$ cat config.mk
export PLATFORM = sky130hd
export DESIGN_NAME = down_counter_ctrl
export DESIGN_NICKNAME = d
export VERILOG_FILES = /design/src/rtl/down_counter_ctrl.sv
export SDC_FILE = /design/constraint.sdc
export NUM_CORES = 1
export LEC_CHECK = 0
export ABC_AREA = 1
export CAP_MARGIN = 10
export CORE_MARGIN = 2
export CORE_UTILIZATION = 45
export DETAILED_ROUTE_END_ITERATION = 8
export HOLD_SLACK_MARGIN = 0.1
export MAX_ROUTING_LAYER = met4
export PLACE_DENSITY_LB_ADDON = 0.2
export RECOVER_POWER = 50
export SLEW_MARGIN = 10
export SYNTH_ARGS = -nofsm -noshare
export SYNTH_HDL_FRONTEND = slang
export SYNTH_SLANG_ARGS = --single-unit
$ cat constraint.sdc
create_clock -name clk -period 2.2 [get_ports clk]
set_input_delay 0.44 -clock clk [delete_from_list [all_inputs] [get_ports clk]]
set_output_delay 0.44 -clock clk [all_outputs]
set_load 0.005 [all_outputs]
$ cat src/rtl/down_counter_ctrl.sv
// Countdown sequencer: loads a value through a start/ready handshake, counts to zero,
// and supports pause, abort, auto-reload and a saturating expiry tally.
module down_counter_ctrl #(
  parameter int WIDTH   = 4,
  parameter int TALLY_W = 8
) (
  input  logic               clk,
  input  logic               reset,
  input  logic               start,
  input  logic [WIDTH-1:0]   load_val,
  input  logic               pause,
  input  logic               abort,
  input  logic               auto_reload,
  output logic               ready,
  output logic               busy,
  output logic [WIDTH-1:0]   count,
  output logic               done,
  output logic [TALLY_W-1:0] tally
);

  typedef enum logic [1:0] {IDLE, RUN, PAUSE, DONE} state_t;

  state_t             state, next_state;
  logic [WIDTH-1:0]   reload, next_count, next_reload;
  logic [TALLY_W-1:0] next_tally;

  always_comb begin
    next_state  = state;
    next_count  = count;
    next_reload = reload;
    next_tally  = tally;
    case (state)
      IDLE: begin
        if (start) begin
          next_count  = load_val;
          next_reload = load_val;
          next_state  = (load_val != '0) ? RUN : DONE;
        end
      end
      RUN: begin
        if (abort) begin
          next_state = IDLE;
          next_count = '0;
        end else if (pause) begin
          next_state = PAUSE;
        end else if (count <= WIDTH'(1)) begin
          // Terminal step also covers a stray zero so the count can never wrap.
          next_count = '0;
          next_state = DONE;
        end else begin
          next_count = count - 1'b1;
        end
      end
      PAUSE: begin
        if (abort) begin
          next_state = IDLE;
          next_count = '0;
        end else if (!pause) begin
          next_state = RUN;
        end
      end
      DONE: begin
        if (tally != '1) next_tally = tally + 1'b1;
        if (abort) begin
          next_state = IDLE;
          next_count = '0;
        end else if (auto_reload) begin
          next_count = reload;
          next_state = (reload != '0) ? RUN : DONE;
        end else begin
          next_state = IDLE;
        end
      end
      default: begin
        next_state = IDLE;
        next_count = '0;
      end
    endcase
  end

  // Status flags are registered from the next state so they line up with count.
  always_ff @(posedge clk) begin
    if (reset) begin
      state  <= IDLE;
      count  <= '0;
      reload <= '0;
      tally  <= '0;
      ready  <= 1'b1;
      busy   <= 1'b0;
      done   <= 1'b0;
    end else begin
      state  <= next_state;
      count  <= next_count;
      reload <= next_reload;
      tally  <= next_tally;
      ready  <= (next_state == IDLE);
      busy   <= (next_state != IDLE);
      done   <= (next_state == DONE);
    end
  end

endmodule

==> summary.txt <==
Gpl congestion = 0.854
Max-Cap Viols = 0
CTS tree = built
CP max stage cell = clkdlybuf4s50_1
Final setup violation count = 0
Final net count = 223
Post-synthesis sequential area ratio = 0.340
Die span in y = 56.4 um
Clock Tree Buf Depth = 2
Hold EP = reload[0]
Synth top area share = 0.340
Sw frac = 0.324
RSZ-0062 raised after global routing = no
Worst endpoint required time = 1.76 ns
Die W = 56.4 um
Post-Syn Nets = 194
Int Power = 0.000589 W
Final Util = 0.593
Crit-path cells = clkdlybuf4s50_1
Clk network pwr share = 0.221
Hold slack = 0.482 ns
Synthesized area per cell = 6.82 um2
Combinational power share = 0.281
First-pass GRT wire length = 4800 um
CP bufs+invs = 1
# clock sinks = 21
Die area = 3180 um2
Critical Path End Type = output port
Hold Violations, Final = 0
I/O pins = 25
Reg2reg start = tally[1]
Drt first-iter violations = 31
Worst-Margin Slew = 0.434 ns
Crit-path leading delay family = buffers and inverters
Minimum clock period = 1.72 ns
Max-Slew Margin vs Limit = 0.710
DR pass1 iterations = 4
Number of flops mapped to enable cells by yosys = 0
Hold Path Class = flop to flop
Layout area overhead = 22.3%
Highest clock rate = 581 MHz
Post-CTS sizing = 0
Top FF cell, synth = dfxtp_1
R2R setup slack = 0.60 ns
Core area = 2540 um2
Asr flop ratio synth = 0
Status = finished, final reports clean
Setup_tns = 0 ns
Min-delay src = reload[0]
Part of the cycle the worst path needs = 0.782
Sw power = 0.000282 W
Power Density = 577 nW/um2
Largest net degree at the start of global routing = 15
Post-CTS setup buffers = 0
Drt wl/cell = 11.2 um
Initial Util = 0.485
H-tree level count = 1
IO Port Bufs = 24
Root Buffer = clkbuf_4
CP arrival = 1.28 ns
Area leader, netlist = dfxtp_1
Synth Instances = 181
Worst hold stages = 2
TritonCTS buffer count = 3
Grt total ovfl = 0
Post-synthesis cell type count = 25
CP Class = flop to output port
Number of remaining DRC errors = 0
R2R Path End = tally[1]
Leak = 0.698 nW
DP HPWL = 2120 um
Synthesized flop and latch total = 21
Fill cells = 254
Post-DR vias/cell = 4.97
Routed Antenna Nets = 0
Row count = 18
Biggest cell delay along the critical path = 0.54 ns
Most common cell after layout, fill and taps aside = nand2_1
Most frequent cells in the layout = nand2_1, inv_1, clkdlybuf4s50_1
Worst Path Max Fanout = 5
Worst vdd ir = 425 uV
Vias in the first global route = 1102
Reg2Reg Depth = 8
Worst skew pair latency = 0.31 ns
Hold_buf cts = 0
Startpoint class of the critical path = flop
Clk_skew = 0.00380 ns
Register share of total power = 0.498
Final Slew Violations = 0
Syn. warnings = 0
Vias = 1187
Clock transition at the registers of the reported paths = 0.13 ns
Share of layout cells above drive strength 1 = 0.105
GRT Util Overall = 0.194
Initial antenna violation count = 0
Mapped cell area = 1230 um2
Area contributors post-synth = dfxtp_1, nand2_1, inv_1
Diode count = 0
WL final = 2670 um
==> per-stage QoR <==
stage	setup WS, ns	power, W	std cells	cell area [um2]
3_5_place_dp	0.328	0.000699	235	1510
4_1_cts	0.449	0.000894	239	1540
2_1_floorplan	0.962	0.000605	181	1230
6_report	0.479	0.000871	239	1510
5_1_grt	0.376	0.000946	239	1510
3_3_place_gp	0.395	0.000693	235	1510
==> flip-flops by register name, indices dropped and copies added (netlist names) <==
signal	cells
tally	8
count	4
reload	4
state	2
busy	1
done	1
ready	1
==> per-layer routing <==
metal | vias to the layer above | routed length (um) | GRT usage
met5 | - | 0 | -
met4 | 0 | 23 | 0.0612
met3 | 4 | 117 | 0.0276
met2 | 28 | 1210 | 0.321
met1 | 526 | 1320 | 0.244
li1 | 629 | - | -
==> power groups by stage <==
stage | Sequential [W] | Clock [W] | Combinational [W]
after detailed placement | 0.000445 | 0 | 0.000254
after global placement | 0.000443 | 0 | 0.000250
after floorplan | 0.000442 | 0 | 0.000163
final | 0.000434 | 0.000193 | 0.000245
after CTS | 0.000436 | 0.000203 | 0.000255
after global routing | 0.000439 | 0.000226 | 0.000281
==> layout make-up <==
cell class | instances | area, um2 | share of cell area
multi-input cells | 129 | 659 | 0.437
repair buffers | 25 | 248 | 0.164
well taps | 30 | 37.5 | 0.0249
flip-flops and latches | 21 | 420 | 0.278
clock inverters | 1 | 5.00 | 0.00331
clock buffers | 3 | 22.5 | 0.0149
inverters | 30 | 118 | 0.0779
==> worst max path at each step <==
| stage | from | end | slack [ns] | cells after the start |
|---|---|---|---|---|
| floorplan | count[0] | busy | 0.96 | 10 |
| global placement | abort | count[3] | 0.40 | 8 |
| CTS | count[3] | count[3] | 0.45 | 1 |
| detailed placement | abort | count[0] | 0.33 | 8 |
| global route | count[3] | count[3] | 0.38 | 1 |
| finish | count[3] | count[3] | 0.48 | 1 |
==> cells by family (layout without fill, tap and decap cells) <==
group / count (synthesis) / after routing / synth area share
AO/OA/AOI/OAI: 27 / 27 / 0.126
XOR/XNOR: 3 / 3 / 0.0213
adder cells (fa/ha/maj): 3 / 3 / 0.0304
buffers and inverters: 31 / 59 / 0.101
flip-flops: 21 / 21 / 0.340
AND/OR/NAND/NOR: 96 / 96 / 0.381
==> cells in the mapped netlist, types with 2 or more instances <==
master / count
nor3_1: 2
ha_1: 3
xor2_1: 2
o21ai_0: 6
nand2_2: 4
a21oi_1: 14
nand2_1: 43
inv_2: 4
nor2_1: 18
nand3_2: 5
nand3_1: 12
dfxtp_1: 21
nand4_1: 3
nor2_2: 4
inv_1: 25
nand2_4: 3
o21ai_1: 4
(Power assumes the default switching activity.)
